**src/rtl/div_16q9_pkg.sv**
```systemverilog
// ============================================================================
// Module  : div_16q9_pkg
// Brief   : Shared widths, saturation limits and FSM encoding for the
//           Q18 / Q9 iterative divider.
// Rev     : 1.0  initial release
// ============================================================================
`default_nettype none

package div_16q9_pkg;

   localparam int N_W   = 36;
   localparam int D_W   = 16;
   localparam int Q_W   = 16;
   localparam int FRAC  = 9;
   localparam int CNT_W = 6;

   localparam logic signed [Q_W-1:0] Q_MAX = 16'sh7FFF;
   localparam logic signed [Q_W-1:0] Q_MIN = 16'sh8000;

   localparam logic [CNT_W-1:0] C_LAST_ITER = CNT_W'(N_W - 1);

   typedef enum logic [1:0] {
      IDLE  = 2'd0,
      CALC  = 2'd1,
      ROUND = 2'd2,
      DONE  = 2'd3
   } state_t;

endpackage

`default_nettype wire

```
**src/rtl/div_16q9_rnd_sat.sv**
```systemverilog
// ============================================================================
// Module  : div_16q9_rnd_sat
// Brief   : Combinational round-half-away, sign restore, saturation and
//           divide-by-zero override for the divider result.
// Rev     : 1.0  initial release
// ============================================================================
`default_nettype none

module div_16q9_rnd_sat
   import div_16q9_pkg::*;
(
   input  logic [N_W-1:0]        quo_i,
   input  logic [D_W:0]          rem_i,
   input  logic [D_W-1:0]        dmag_i,
   input  logic                  sign_i,
   input  logic                  dz_i,
   input  logic signed [N_W-1:0] n_i,
   output logic signed [Q_W-1:0] q_sat_o,
   output logic signed [N_W-1:0] r_o,
   output logic                  sat_o,
   output logic                  dz_o
);

   localparam logic [N_W:0] C_POS_LIM = 37'd32767;
   localparam logic [N_W:0] C_NEG_LIM = 37'd32768;

   logic           w_rnd_up;
   logic [N_W:0]   w_qr;
   logic [N_W-1:0] w_rmag;

   // 37-bit magnitude so Q + 1 cannot wrap even for |n| = 2^35.
   assign w_rnd_up = {rem_i, 1'b0} >= {2'b00, dmag_i};
   assign w_qr     = {1'b0, quo_i} + {{N_W{1'b0}}, w_rnd_up};
   assign w_rmag   = {{(N_W-D_W-1){1'b0}}, rem_i};

   always_comb begin
      q_sat_o = '0;
      r_o     = n_i[N_W-1] ? -w_rmag : w_rmag;
      sat_o   = 1'b0;
      dz_o    = 1'b0;
      if (dz_i) begin
         q_sat_o = n_i[N_W-1] ? Q_MIN : Q_MAX;
         r_o     = n_i;
         sat_o   = 1'b1;
         dz_o    = 1'b1;
      end else if (sign_i) begin
         if (w_qr > C_NEG_LIM) begin
            q_sat_o = Q_MIN;
            sat_o   = 1'b1;
         end else begin
            q_sat_o = -w_qr[Q_W-1:0];
         end
      end else begin
         if (w_qr > C_POS_LIM) begin
            q_sat_o = Q_MAX;
            sat_o   = 1'b1;
         end else begin
            q_sat_o = w_qr[Q_W-1:0];
         end
      end
   end

endmodule

`default_nettype wire

```
**src/rtl/div_16q9_acc36.sv**
```systemverilog
// ============================================================================
// Module  : div_16q9_acc36
// Brief   : Iterative signed Q18 / Q9 -> Q9 divider, one quotient bit per
//           cycle, with valid/ready handshakes on both sides.
// Rev     : 1.0  initial release
// ============================================================================
`default_nettype none

module div_16q9_acc36
   import div_16q9_pkg::*;
(
   input  logic                  clk_i,
   input  logic                  rst_i,
   input  logic signed [N_W-1:0] n_i,
   input  logic signed [D_W-1:0] d_i,
   input  logic                  valid_i,
   output logic                  ready_o,
   output logic signed [Q_W-1:0] q_sat_o,
   output logic signed [N_W-1:0] r_o,
   output logic                  sat_o,
   output logic                  dz_o,
   output logic                  valid_o,
   input  logic                  ready_i
);

   state_t r_state, w_state_nxt;

   logic [CNT_W-1:0]      r_cnt;
   logic [N_W-1:0]        r_quo;
   logic [D_W:0]          r_rem;
   logic [D_W-1:0]        r_dmag;
   logic                  r_sign;
   logic                  r_dz;
   logic signed [N_W-1:0] r_n;

   logic                  w_accept;
   logic [D_W+1:0]        w_trial;
   logic                  w_ge;
   logic [D_W:0]          w_diff;

   logic signed [Q_W-1:0] w_q_sat;
   logic signed [N_W-1:0] w_r;
   logic                  w_sat;
   logic                  w_dz;

   assign ready_o  = (r_state == IDLE);
   assign valid_o  = (r_state == DONE);
   assign w_accept = valid_i & ready_o;

   // The dividend magnitude shifts out of r_quo MSB-first while quotient bits shift in.
   assign w_trial = {r_rem, r_quo[N_W-1]};
   assign w_ge    = w_trial >= {2'b00, r_dmag};
   assign w_diff  = w_trial[D_W:0] - {1'b0, r_dmag};

   always_comb begin
      w_state_nxt = r_state;
      case (r_state)
         IDLE:    if (w_accept)             w_state_nxt = CALC;
         CALC:    if (r_cnt == C_LAST_ITER) w_state_nxt = ROUND;
         ROUND:                             w_state_nxt = DONE;
         DONE:    if (ready_i)              w_state_nxt = IDLE;
         default:                           w_state_nxt = IDLE;
      endcase
   end

   always_ff @(posedge clk_i) begin
      if (rst_i) begin
         r_state <= IDLE;
         r_cnt   <= '0;
         r_quo   <= '0;
         r_rem   <= '0;
         r_dmag  <= '0;
         r_sign  <= 1'b0;
         r_dz    <= 1'b0;
         r_n     <= '0;
         q_sat_o <= '0;
         r_o     <= '0;
         sat_o   <= 1'b0;
         dz_o    <= 1'b0;
      end else begin
         r_state <= w_state_nxt;
         r_cnt   <= (r_state == CALC) ? r_cnt + 1'b1 : '0;
         if (w_accept) begin
            r_sign <= n_i[N_W-1] ^ d_i[D_W-1];
            r_quo  <= n_i[N_W-1] ? -n_i : n_i;
            r_dmag <= d_i[D_W-1] ? -d_i : d_i;
            r_dz   <= (d_i == '0);
            r_n    <= n_i;
            r_rem  <= '0;
         end else if (r_state == CALC) begin
            r_quo <= {r_quo[N_W-2:0], w_ge};
            r_rem <= w_ge ? w_diff : w_trial[D_W:0];
         end
         if (r_state == ROUND) begin
            q_sat_o <= w_q_sat;
            r_o     <= w_r;
            sat_o   <= w_sat;
            dz_o    <= w_dz;
         end
      end
   end

   div_16q9_rnd_sat u_rnd_sat (
      .quo_i   (r_quo),
      .rem_i   (r_rem),
      .dmag_i  (r_dmag),
      .sign_i  (r_sign),
      .dz_i    (r_dz),
      .n_i     (r_n),
      .q_sat_o (w_q_sat),
      .r_o     (w_r),
      .sat_o   (w_sat),
      .dz_o    (w_dz)
   );

endmodule

`default_nettype wire

```
**config.mk**
```make
export PLATFORM = sky130hd
export DESIGN_NAME = div_16q9_acc36
export DESIGN_NICKNAME = d
export VERILOG_FILES = /design/src/rtl/div_16q9_pkg.sv /design/src/rtl/div_16q9_rnd_sat.sv /design/src/rtl/div_16q9_acc36.sv
export SDC_FILE = /design/constraint.sdc
export NUM_CORES = 1
export LEC_CHECK = 0
export ABC_CLOCK_PERIOD_IN_PS = 4580
export CAP_MARGIN = 10
export CORE_ASPECT_RATIO = 1.2
export CORE_MARGIN = 2
export CORE_UTILIZATION = 50
export CTS_BUF_LIST = sky130_fd_sc_hd__clkbuf_16
export CTS_CLUSTER_DIAMETER = 60
export DETAILED_ROUTE_END_ITERATION = 7
export PLACE_DENSITY = 0.81
export SLEW_MARGIN = 20
export SYNTH_ARGS = -nofsm -noshare
export SYNTH_HDL_FRONTEND = slang
export SYNTH_SLANG_ARGS = --single-unit
```
**constraint.sdc**
```tcl
create_clock -name clk_i -period 4.58 [get_ports clk_i]
set_input_delay 0.916 -clock clk_i [delete_from_list [all_inputs] [get_ports clk_i]]
set_output_delay 0.916 -clock clk_i [all_outputs]
set_load 0.005 [all_outputs]
```
==> flow_summary.yaml <==
power_and_ir_drop:
  p_seq_share_pct: 26.3
  p_int_uw: 4770
  power_frac_comb_pct: 57.5
  clkPwrFrac_pct: 16.2
  p_leak_uw: 0.00465
  ir_drop_mv: 0.428
  p_sw_uw: 3890
  p_per_area_nw_per_um2: 683
  p_sw_share_pct: 44.9
sta:
  worst_pin_slew_ns: 0.847
  clock-skew-final_ns: 0.00706
  slew_headroom_pct: 43.5
  fmax_mhz: 224
  setup_viol: 0
  tns_ns: 0
  layout_setup_ws_ns: 0.106
  rsz0062_at_grt: "yes"
  post-route-period-util_pct: 97.7
  slew_violations: 0
  hold_violations: 0
  min_period_ns: 4.47
placed_design:
  io_buffer_count: 111
  gp_congestion: 0.945
  pre_cts_slack_ns: -0.111
  place_hpwl_mm: 22.5
final_layout:
  fin_nets: 1520
  final_common_cell: "nand2_1"
  drive_above_1_share_pct: 10.4
  num_antenna_cells: 0
  area_growth_pct: 22.1
  final_cell_mix: "179 x nand2_1, 162 x dfxtp_1, 133 x nor2_1"
global_route:
  grt_pass1_wl_mm: 47.6
  antenna_found_initial: 0
  grt_max_degree: 59
  grt_use_total_pct: 27.4
  grt_pass1_vias: 9445
  overflow: 0
cts:
  cts_made_buffers: 17
  cts_num_sinks: 169
  root_buffer: "clkbuf_16"
  clk_pin_slew_ns: 0.07
  cts_max_path_buffers: 2
  cts_tree: "yes"
  htreeDepth: 4
  clk-insertion-delay-late_ns: 0.43
logic_synthesis:
  async_flop_share_pct: 0
  synth_ff_type: "dfxtp_1"
  synth-simple-area-share_pct: 22.4
  syn_avg_cell_area_sq_um: 7.80
  synth_edf_count: 0
  yosysSeqAreaShare_pct: 32.6
  yosys_warnings: 0
  synth_cell_types: 76
  synth_xor_xnor_area_share_pct: 8.93
  synth_area_sq_um: 10400
  syn_inst: 1331
  synth_mux_area_share_pct: 6.17
  synth_nets: 1417
  synth-seq-cells: 169
  synth_compound_area_share_pct: 21.1
  synth_top_family_by_area: "simple AND/OR/NAND/NOR gates"
  synth_adder_area_share_pct: 3.69
floorplan:
  core_sq_um: 20300
  top_level_ports: 112
  fp.dieH_um: 162
  die_area_sq_um: 21900
  fp-row-count: 57
  initial_core_util_pct: 51.1
  die-width_um: 136
drt:
  first_iter_violations: 771
  drc_errors: 0
  vias: 10200
  vias_per_cell: 5.95
  wl_mm: 30.7
  wl_per_cell_um: 17.9
  ant_nets: 0
  dr.pass1.iters: 5
min_path:
  hold_class: "reg -> reg"
critical_path:
  critical-path-max-stage-delay_ns: 0.54
  critical_path.max_fanout: 6
  path_common_cell: "ha_4"
  worst_setup_path_start_kind: "register"
  worstPathArrival_ns: 4.82
  required_ns: 4.92
  path_class: "reg -> reg"
  critPathCaptureType: "register"
  crit_path_top_delay_cell: "or4_4"
  cp_cell_sequence: "inv_2 > ha_4 > a21oi_2 > o21ai_1 > nand2_1 > a31oi_2 > a2111o_1 > nor2_2 > o21ai_2 > ha_2 > ha_4 > xor2_1 > o2bb2ai_1 > and3_1 > or4b_4 > or4_4 > o21ai_4 > and2_4 > nand3_2 > o211ai_1"
run_status:
  status: "finished clean"
run:
  maxCapViolCount: 0
through the flow:
step	hold WS, ns	std cells	utilization [%]	total power (uW)	area (sq um)
2_1_floorplan	0.418	1331	-	5430	10400
3_3_place_gp	0.427	1677	58.7	6840	11900
3_5_place_dp	0.435	1677	58.7	6930	11900
4_1_cts	0.450	1710	61.6	8390	12500
5_1_grt	0.471	1712	62.4	9240	12700
6_report	0.449	1712	62.4	8660	12700
per-layer routing:
metal / routed length, um / global-route usage [%]
met5: 0 / 0
met1: 12100 / 31.2
met3: 1350 / 3.75
met2: 15000 / 46.5
met4: 2280 / 20.4
state kept, by name, indices dropped and copies added, names as in the netlist, 2 cells and up:
register,flops
r_rem,17
r_cnt,6
r_n,36
r_state,2
q_sat_o,16
r_dmag,16
r_o,36
r_quo,36
cell type report:
type / instances / area (sq um)
inverter: 45 / 169
sequential: 169 / 3390
multi-input combinational: 1031 / 6660
timing repair buffer: 170 / 1560
clock inverter: 15 / 140
tap: 265 / 332
clock buffer: 17 / 425
fill: 1774 / 7640
cells in the mapped netlist, types with 5 or more instances:
cell | instances | share of area (%)
nor2b_1 | 12 | 0.72
nand4_1 | 13 | 0.78
nor4_1 | 14 | 0.84
o21ai_1 | 10 | 0.48
a21oi_1 | 105 | 5.1
o41ai_1 | 7 | 0.59
a31oi_1 | 11 | 0.66
buf_1 | 17 | 0.61
mux2i_1 | 64 | 6.2
and3_1 | 18 | 1.1
nand2_1 | 180 | 6.5
o211ai_1 | 8 | 0.58
dfxtp_1 | 169 | 33
or3_1 | 20 | 1.2
or4_1 | 9 | 0.65
o21a_1 | 7 | 0.51
nand2b_1 | 10 | 0.60
xor2_1 | 46 | 3.9
ha_1 | 29 | 3.5
nor3_1 | 23 | 1.1
a211oi_1 | 66 | 4.8
o22ai_1 | 9 | 0.54
o31ai_1 | 16 | 1.2
clkbuf_1 | 61 | 2.2
a211o_1 | 5 | 0.42
nor2_1 | 134 | 4.8
o21ai_0 | 51 | 2.5
nand3_1 | 29 | 1.4
inv_1 | 45 | 1.6
a311oi_1 | 6 | 0.51
xnor2_1 | 58 | 4.9
logic make-up (layout without fill, tap and decap cells):
group                      Yosys count  after routing
DFF                                169            169
adders and majority gates           30             30
buffers and inverters              132            247
and+or+nand+nor                    492            493
xor gates and xnor gates           105            105
AOI/OAI and AO/OA                  339            339
muxes                               64             64
worst paths after layout:
check	startpoint	end	slack [ns]	cells after the start
setup / recovery	r_dmag[5]	q_sat_o[14]	0.11	20
setup reg to reg	r_dmag[5]	q_sat_o[14]	0.11	20
hold / removal	r_cnt[0]	r_cnt[0]	0.45	1
hold reg to reg	r_cnt[0]	r_cnt[0]	0.45	1
worst max-delay path: cells and delay by family (launching register included):
kind            cells  cell delay, ns
simple gates        7            1.78
xor+xnor            1            0.14
fa+ha+maj           3            0.60
buf+inv             1            0.04
flops               1            0.33
compound gates      8            1.50
power by group through the flow:
| stage | clock [uW] | combinational [uW] | sequential [uW] |
|---|---|---|---|
| after CTS | 1410 | 4740 | 2250 |
| after global placement | 0 | 4570 | 2260 |
| after global routing | 1470 | 5440 | 2320 |
| after floorplan | 0 | 3270 | 2160 |
| final | 1400 | 4980 | 2280 |
| after detailed placement | 0 | 4650 | 2280 |
what timing repair did:
| action | CTS | global route |
|---|---|---|
| cloned | 1 | 0 |
| endpoints found under the hold margin | 0 | 0 |
| buffers inserted | 0 | 2 |
| endpoints found under the setup margin | 14 | 17 |
| hold buffers | 0 | 0 |
| resized for setup | 6 | 32 |
| pin swaps | 2 | 12 |
No activity file was read; power rests on OpenSTA's default activity.
